**src/rtl/nonogram_pkg.sv**
```systemverilog
// Shared types and sizing for the nonogram clue stream parser.
// Board limits, derived field widths, the packed line word layout and the
// parser state encoding live here so the parser and its users agree on them.
package nonogram_pkg;

    localparam int MAX_DIM   = 16;
    localparam int MAX_CLUES = 8;

    localparam int CLUE_W  = $clog2(MAX_DIM + 1);
    localparam int COUNT_W = $clog2(MAX_CLUES + 1);
    localparam int LINE_W  = COUNT_W + MAX_CLUES * CLUE_W;
    localparam int ADDR_W  = $clog2(2 * MAX_DIM);

    // Width used for dimension/line arithmetic so sums never wrap.
    localparam int CMP_W = CLUE_W + 1;
    // Width of a clue slot index.
    localparam int IDX_W = $clog2(MAX_CLUES);

    localparam logic [7:0] SYNC_BYTE = 8'hFF;

    // clue[0] is the leftmost/topmost clue and sits in the LSBs.
    typedef struct packed {
        logic [COUNT_W-1:0]                count;
        logic [MAX_CLUES-1:0][CLUE_W-1:0]  clue;
    } line_word_t;

    typedef enum logic [2:0] {
        IDLE      = 3'd0,
        GET_COLS  = 3'd1,
        GET_COUNT = 3'd2,
        GET_CLUE  = 3'd3,
        ERROR     = 3'd4
    } parser_state_t;

endpackage

```
**src/rtl/clue_stream_parser.sv**
```systemverilog
// Nonogram clue stream parser.
// Turns the uart byte stream (R, C, then R+C lines of "k clue..clue") into one
// packed clue word per line with its BRAM address, pulses board_done after the
// last line, and flags malformed input on a sticky err until a 0xFF sync byte.
// Optional build macro: CLUE_SUM_CHECK_EN adds a per-line check that the clues
// plus their mandatory one-cell gaps fit in the line length.
//
// state     | meaning
// ----------+-------------------------------------------------------------
// IDLE      | waiting for the row-count header byte
// GET_COLS  | waiting for the column-count header byte
// GET_COUNT | waiting for the clue count of the current line
// GET_CLUE  | collecting clue bytes of the current line
// ERROR     | malformed stream seen; ignoring bytes until 0xFF
module clue_stream_parser
    import nonogram_pkg::*;
(
    input  logic              clk,
    input  logic              rst,
    input  logic              axiiv,
    input  logic [7:0]        axiid,
    output logic              axiov,
    output logic [LINE_W-1:0] axiod,
    output logic [ADDR_W-1:0] addr,
    output logic              board_done,
    output logic [CLUE_W-1:0] rows,
    output logic [CLUE_W-1:0] cols,
    output logic              err
);

    parser_state_t                    state;
    logic [ADDR_W-1:0]                line;
    logic [COUNT_W-1:0]               clue_cnt;
    logic [COUNT_W-1:0]               clue_idx;
    logic [MAX_CLUES-1:0][CLUE_W-1:0] clue_buf;
    logic                             done_pend;
`ifdef CLUE_SUM_CHECK_EN
    logic [7:0]                       clue_sum;
    logic [7:0]                       sum_next;
`endif

    logic                             dim_ok;
    logic                             count_ok;
    logic                             clue_ok;
    logic                             sum_ok;
    logic                             last_clue;
    logic                             last_line;
    logic [CLUE_W-1:0]                line_len;
    logic [MAX_CLUES-1:0][CLUE_W-1:0] clue_ins;
    line_word_t                       emit_word;

    // Byte validation and the word that would be emitted on the final clue.
    always_comb begin
        dim_ok    = (axiid != 8'd0) && (axiid <= 8'(MAX_DIM));
        count_ok  = (axiid <= 8'(MAX_CLUES));
        line_len  = (CMP_W'(line) < CMP_W'(rows)) ? cols : rows;
        clue_ok   = (axiid != 8'd0) && (axiid <= 8'(line_len));
        last_clue = ((clue_idx + COUNT_W'(1)) == clue_cnt);
        last_line = (CMP_W'(line) == (CMP_W'(rows) + CMP_W'(cols) - CMP_W'(1)));
        clue_ins  = clue_buf;
        clue_ins[clue_idx[IDX_W-1:0]] = axiid[CLUE_W-1:0];
        emit_word.count = clue_cnt;
        emit_word.clue  = clue_ins;
`ifdef CLUE_SUM_CHECK_EN
        // Each clue after the first needs one blank separator cell.
        sum_next = clue_sum + axiid + 8'(clue_idx != COUNT_W'(0));
        sum_ok   = (sum_next <= 8'(line_len));
`else
        sum_ok   = 1'b1;
`endif
    end

    // Parser FSM with registered outputs.
    always_ff @(posedge clk or posedge rst) begin
        if (rst) begin
            state      <= IDLE;
            line       <= '0;
            clue_cnt   <= '0;
            clue_idx   <= '0;
            clue_buf   <= '0;
            done_pend  <= 1'b0;
            axiov      <= 1'b0;
            axiod      <= '0;
            addr       <= '0;
            board_done <= 1'b0;
            rows       <= '0;
            cols       <= '0;
            err        <= 1'b0;
`ifdef CLUE_SUM_CHECK_EN
            clue_sum   <= '0;
`endif
        end else begin
            axiov      <= 1'b0;
            board_done <= done_pend;
            done_pend  <= 1'b0;
            case (state)
                IDLE: begin
                    if (axiiv) begin
                        if (dim_ok) begin
                            rows  <= axiid[CLUE_W-1:0];
                            state <= GET_COLS;
                        end else begin
                            err   <= 1'b1;
                            state <= ERROR;
                        end
                    end
                end
                GET_COLS: begin
                    if (axiiv) begin
                        if (dim_ok) begin
                            cols  <= axiid[CLUE_W-1:0];
                            line  <= '0;
                            state <= GET_COUNT;
                        end else begin
                            err   <= 1'b1;
                            state <= ERROR;
                        end
                    end
                end
                GET_COUNT: begin
                    if (axiiv) begin
                        clue_buf <= '0;
                        clue_idx <= '0;
                        clue_cnt <= axiid[COUNT_W-1:0];
`ifdef CLUE_SUM_CHECK_EN
                        clue_sum <= '0;
`endif
                        if (!count_ok) begin
                            err   <= 1'b1;
                            state <= ERROR;
                        end else if (axiid == 8'd0) begin
                            axiov <= 1'b1;
                            axiod <= '0;
                            addr  <= line;
                            line  <= line + ADDR_W'(1);
                            if (last_line) begin
                                done_pend <= 1'b1;
                                state     <= IDLE;
                            end
                        end else begin
                            state <= GET_CLUE;
                        end
                    end
                end
                GET_CLUE: begin
                    if (axiiv) begin
                        if (!clue_ok) begin
                            err   <= 1'b1;
                            state <= ERROR;
                        end else if (last_clue) begin
                            if (!sum_ok) begin
                                err   <= 1'b1;
                                state <= ERROR;
                            end else begin
                                axiov <= 1'b1;
                                axiod <= emit_word;
                                addr  <= line;
                                line  <= line + ADDR_W'(1);
                                if (last_line) begin
                                    done_pend <= 1'b1;
                                    state     <= IDLE;
                                end else begin
                                    state     <= GET_COUNT;
                                end
                            end
                        end else begin
                            clue_buf <= clue_ins;
                            clue_idx <= clue_idx + COUNT_W'(1);
`ifdef CLUE_SUM_CHECK_EN
                            clue_sum <= sum_next;
`endif
                        end
                    end
                end
                ERROR: begin
                    if (axiiv && (axiid == SYNC_BYTE)) begin
                        err   <= 1'b0;
                        state <= IDLE;
                    end
                end
                default: state <= IDLE;
            endcase
        end
    end

endmodule

```
**config.mk**
```make
export PLATFORM = sky130hd
export DESIGN_NAME = clue_stream_parser
export DESIGN_NICKNAME = d
export VERILOG_FILES = /design/src/rtl/nonogram_pkg.sv /design/src/rtl/clue_stream_parser.sv
export SDC_FILE = /design/constraint.sdc
export NUM_CORES = 1
export LEC_CHECK = 0
export ABC_AREA = 1
export ABC_CLOCK_PERIOD_IN_PS = 10680
export CAP_MARGIN = 10
export CORE_UTILIZATION = 50
export CTS_CLUSTER_DIAMETER = 30
export DETAILED_ROUTE_END_ITERATION = 10
export DONT_BUFFER_PORTS = 1
export HOLD_SLACK_MARGIN = 0.06
export SYNTH_ARGS = -nofsm -noshare
export SYNTH_HDL_FRONTEND = slang
export SYNTH_SLANG_ARGS = --single-unit
```
**constraint.sdc**
```tcl
create_clock -name clk -period 10.68 [get_ports clk]
set_input_delay 1.602 -clock clk [delete_from_list [all_inputs] [get_ports clk]]
set_output_delay 1.602 -clock clk [all_outputs]
set_load 0.01 [all_outputs]
```
---- Word-level counts from Yosys, hierarchy flattened ----
Index checks and enable logic that the tools add are counted.
word-level totals
  register bits after elaboration ......... 119
  input bits .............................. 11
  word-level logic and storage cells ...... 147
cells by class
  add/sub/neg operators ................... 4
  magnitude comparators ................... 6
  equality and inequality tests ........... 24
  muxes and demuxes ....................... 74
  reduce and logical (&&, ||, !) cells .... 19
operator list
  cell                  number
  $mux W44              6
  $mux W40              4
  $pmux W44 S2          1
  $mux W5               16
  $pmux W40 S2          1
  $bwmux W40            1
  $mux W3               12
  $ne A2 B2 Y1 const B  14
  $mux W1               20
  $mux W4               4
  $demux W5 S3          1
  $pmux W3 S5           1
  $pmux W5 S3           1
  $reduce_and A7 Y1     2
  $pmux W5 S2           1
  $reduce_and A9 Y1     1
  $eq A8 B8 Y1 const B  1
  $le A8 B4 Y1 const B  1
  $le A8 B5 Y1          1
  $le A8 B5 Y1 const B  1
  $logic_not A8 Y1      1
  $pmux W4 S2           1
  $reduce_and A8 Y1     1
  $reduce_bool A8 Y1    1
  27 further kinds      33

---- Depth between registers and ports, before layout ----
  depth after elaboration ................. 9
  gate-level depth with buffers ........... 24
  gate-level depth less buffers ........... 23

---- Worst setup path after synthesis ----
OpenSTA, ideal clock, no wires.
  path type ............................... input to register
  start point ............................. input port axiid[0]
  end point ............................... register axiod[20]
  setup time .............................. 0.117 ns
  arrival time ............................ 3.151 ns
  setup slack ............................. 7.412 ns
  cell stages on the path ................. 18
  buffers on the path ..................... 3
  path through ............................ inv_1 > clkbuf_1 > ha_1 > inv_1 > nand2_1 > nand2_1 > nand2_1 > nand2_1 > nand2_1 > nand2_1 > nand2_1 > nand3_1 > nand2_2 > nand3_2 > buf_6 > buf_4 > nand2_1 > nand2_1
between the ends
  word-level cells in the longest chain between the ends .. 5
RTL lines
  what                                                                  line                       source
  start, declared                                                       clue_stream_parser.sv:21   input logic [7:0] axiid,
  parallel branches: the longest is 5 deep, another holds $le A8 B5 Y1  -
  end signal, assigned                                                  clue_stream_parser.sv:156  axiod <= emit_word;
  end, declared                                                         clue_stream_parser.sv:23   output logic [LINE_W-1:0] axiod,
Parallel ways; which one is timed is not known. The select of a mux whose other input is x is not followed.
A chain may end at the register's enable or synchronous reset.

---- Final worst setup path ----
  start point ............................. register rows[4]
  end point ............................... register addr[4]
between the ends
  word-level cells in the longest chain between the ends .. 6
RTL lines
  what                                  line                       source
  start, declared                       clue_stream_parser.sv:26   output logic [CLUE_W-1:0] rows,
  start signal, assigned                clue_stream_parser.sv:100  rows <= axiid[CLUE_W-1:0];
  $lt A5 B5 Y1                          clue_stream_parser.sv:56   line_len = (CMP_W'(line) < CMP_W'(rows)) ? cols : rows;
  $mux W5 *                             clue_stream_parser.sv:56
  $le A8 B5 Y1 *                        clue_stream_parser.sv:57   clue_ok = (axiid != 8'd0) && (axiid <= 8'(line_len));
  $logic_and A1 B1 Y1 *                 clue_stream_parser.sv:57
  $ne A2 B2 Y1 (no source line) *       -
  $reduce_and A7 Y1 (no source line) *  -
  end signal, assigned                  clue_stream_parser.sv:134  addr <= line;
  end signal, assigned                  clue_stream_parser.sv:157  addr <= line;
  end, declared                         clue_stream_parser.sv:24   output logic [ADDR_W-1:0] addr,
Every way passes the cells marked *; elsewhere a longest branch is shown, timed or not.

==> impl_metrics.py <==
metrics = {
    "global_route": {
        "grt_pass1_vias": 5378,
        "grt_pass1_wl_um": 27000,
        "antenna_found_initial": 0,
        "grt-ovfl-total": 0,
        "grt_max_degree": 67,
        "grtUsageTotal": 0.263,
    },
    "pwr": {
        "powerDensity_nw_per_um2": 183,
        "p_leak_uw": 0.00344,
        "power_uw": 1290,
        "ir_drop_mv": 0.0922,
    },
    "routing": {
        "wl_per_cell_um": 16.3,
        "finalWirelength_um": 16300,
        "drt_pass1_iterations": 7,
        "drt_iter0_drc": 466,
        "vias": 5646,
        "drc_errors": 0,
        "ant_nets": 0,
        "vias_per_cell": 5.63,
    },
    "final_layout": {
        "n_fill_cell": 1184,
        "final_util": 0.556,
        "seq_area_um2": 2980,
        "layout-drive-gt1-share": 0.0614,
        "nNetsFinal": 850,
        "area_growth_pct": 8.46,
        "multi_input_area_um2": 2980,
        "layout.cells.non_filler": 1002,
        "antenna_cells": 0,
    },
    "clock_tree": {
        "clock-sinks": 119,
        "cts-root-buf": "clkbuf_16",
        "cts-buffers-inserted": 17,
        "cts_hold_buf": 0,
        "htreeDepth": 4,
        "cts_resized": 0,
        "cts_tree": "done",
        "cts_buffer_depth": 2,
        "clkLatencyLatePin_ns": 0.42,
        "cts.clk_slew.worst_paths_ns": 0.05,
        "post-cts-setup-buffers": 0,
    },
    "critical_path": {
        "crit_chain": "inv_1 > ha_1 > nand2_1 > o211ai_1 > o21ai_0 > ha_1 > nand2_1 > nor3_1 > nand2_1 > nand2_1 > nand3_1 > nand2_2 > nand3_2 > nand2_1 > nand2_1",
        "cpPeakStageDelay_ns": 1.01,
        "cp-end-kind": "flip-flop",
        "worst-setup-path-type": "flip-flop to flip-flop",
        "critPathLaunch": "rows[4]$_DFFE_PP0P_",
        "worst_ep_required_time_ns": 10.97,
        "crit_arrival_ns": 5.17,
        "crit_path_frequent_cell": "nand2_1",
        "timing.critical_path.fanout_max": 57,
        "reg2reg_from": "rows[4]$_DFFE_PP0P_",
        "start_kind": "flip-flop",
        "crit_slowest_cell": "nand3_2",
    },
    "min_path": {
        "min_path_type": "flip-flop to flip-flop",
        "min_from": "done_pend$_DFF_PP0_",
    },
    "die": {
        "row_count": 41,
        "die_h_um": 116,
        "start_util": 0.512,
        "fp.dieW_um": 116,
        "core_um2": 12600,
        "die_area_um2": 13400,
        "design.portCount": 73,
    },
    "synthesis": {
        "syn_avg_cell_area_um2": 7.67,
        "postSynthCellCount": 843,
        "yosysUniqueCellTypes": 35,
        "ys_seq_elements": 119,
        "yosysWarnings": 0,
        "syn_nets": 875,
        "syn_area_um2": 6470,
        "ys_seq_area_frac": 0.461,
    },
    "placement": {
        "hpwl_um": 10200,
        "dp.cells": 971,
        "io_buffers": 0,
        "pre_cts_ws_ns": 5.42,
        "place_congestion": 0.883,
    },
    "timing": {
        "finalCriticalPeriod_ns": 4.88,
        "hold_viol": 0,
        "worst_slew_pin_slew_ns": 1.09,
        "maxSlewViolCount": 0,
        "timing.fmax_mhz": 205,
        "setup_viol": 0,
        "setup_slack_ns": 5.80,
        "fin_crit_sh": 0.457,
        "skew_ns": 0.0101,
        "slew_headroom": 0.267,
        "rsz0062_at_grt": "no",
        "final.setup.tns_ns": 0,
    },
    "flow_run": {
        "cap_violations": 0,
    },
    "run_status": {
        "outcome": "complete, no violations",
    },
}
[path summary, 6_finish.rpt]
path	end	slack, ns	cells past startpoint
worst min-delay path	board_done$_DFF_PP0_	0.35	0
worst max register to register	addr[4]$_DFFE_PP0P_	5.80	15
min in group asynchronous	axiod[34]$_DFFE_PP0P_	1.22	1
max in group asynchronous	axiod[40]$_DFFE_PP0P_	8.24	2
worst max-delay path	addr[4]$_DFFE_PP0P_	5.80	15
worst min register to register	board_done$_DFF_PP0_	0.35	0
[Yosys cell counts]
library cell | instances | area share
clkbuf_4 | 1 | 0.0012
o21bai_1 | 1 | 0.0012
nand4_2 | 1 | 0.0019
buf_2 | 12 | 0.0093
and2_1 | 2 | 0.0019
nor2_1 | 25 | 0.015
a21oi_1 | 49 | 0.038
inv_2 | 5 | 0.0029
nand3_1 | 67 | 0.052
buf_4 | 11 | 0.013
a31oi_1 | 1 | 0.00097
nor3_1 | 4 | 0.0031
clkbuf_1 | 18 | 0.010
o21ai_1 | 2 | 0.0015
buf_6 | 3 | 0.0052
o21ai_4 | 1 | 0.0025
xor2_1 | 2 | 0.0027
nor2_4 | 2 | 0.0035
nand2_2 | 5 | 0.0048
o21ai_0 | 66 | 0.051
ha_1 | 20 | 0.039
inv_1 | 52 | 0.030
nand2_1 | 292 | 0.17
o21a_1 | 1 | 0.0012
dfrtp_1 | 119 | 0.46
fa_1 | 1 | 0.0031
o211ai_1 | 1 | 0.0012
a21boi_0 | 2 | 0.0023
nand3b_1 | 1 | 0.0012
xnor2_1 | 2 | 0.0027
nand3_2 | 2 | 0.0031
nor2_2 | 2 | 0.0019
clkinv_1 | 9 | 0.0052
buf_1 | 3 | 0.0017
nand4_1 | 58 | 0.056
[logic make-up after synthesis]
logic type               after synthesis  share of synthesized area
AND/OR/NAND/NOR                      461                      0.313
AO/OA/AOI/OAI                        124                     0.0998
flip-flops                           119                      0.461
buffers and inverters                114                     0.0789
adder cells (fa/ha/maj)               21                     0.0418
XOR/XNOR                               4                    0.00542
[state kept, by name, summed over array words and instances (netlist names)]
| name | flops |
|---|---|
| done_pend | 1 |
| axiov | 1 |
| addr | 5 |
| board_done | 1 |
| clue_buf | 40 |
| line | 5 |
| axiod | 44 |
| clue_cnt | 4 |
| cols | 5 |
| state | 3 |
| rows | 5 |
| err | 1 |
| clue_idx | 4 |
[cell usage in the layout (no fill, tap or decap), types with 2 or more instances in the layout]
cell       Yosys  routed
clkbuf_8       0       4
o21ai_0       66      66
nand4_1       58      58
nor2_2         2       2
nand3_1       67      67
ha_1          20      20
dfrtp_1      119     119
clkinv_2       0       3
a21oi_1       49      49
clkbuf_1      18       3
o21ai_1        2       2
nand2_2        5       5
clkinv_4       0       2
inv_2          5       5
and2_1         2       2
xor2_1         2       2
nor2_1        25      25
nand2_1      292     292
nor3_1         4       4
buf_4         11       4
xnor2_1        2       2
inv_1         52      51
nand3_2        2       2
clkinv_1       9       9
clkbuf_16      0      17
nor2_4         2       2
a21boi_0       2       2
[routing by layer]
layer / part of all wire / GRT usage / up-vias
met2: 0.46 / 0.411 / 171
met4: 0.019 / 0.104 / 0
met1: 0.47 / 0.359 / 2711
met3: 0.055 / 0.0554 / 24
li1: - / - / 2740
met5: 0 / 0 / -
[power by group]
part / leakage, µW / switching, µW / internal (µW)
clock network: 0.000276 / 202 / 342
registers: 0.00144 / 27.3 / 469
logic: 0.00172 / 155 / 91.8
total: 0.00344 / 384 / 903
[worst max-delay path, delay by kind of cell (launching register included)]
kind                       cells  cell delay (ns)
AOI/OAI and AO/OA              2             0.74
adders and majority gates      2             0.64
buffers and inverters          1             0.13
DFF                            1             0.42
and+or+nand+nor               10             2.76
[per-stage QoR]
step | hold WS [ns] | cell area [µm²]
after floorplan | 0.331 | 6470
after global placement | 0.335 | 6450
after global routing | 0.368 | 7010
final | 0.349 | 7010
after detailed placement | 0.347 | 6450
after CTS | 0.351 | 7010
[layout make-up]
type	count	share of cell area
multi-input cells	610	0.425
inverters	66	0.0357
repair buffers	4	0.00428
clock buffers	24	0.0701
clock inverters	7	0.00999
flip-flops and latches	119	0.425
well taps	172	0.0307
No activity file was read; power rests on OpenSTA's default activity.
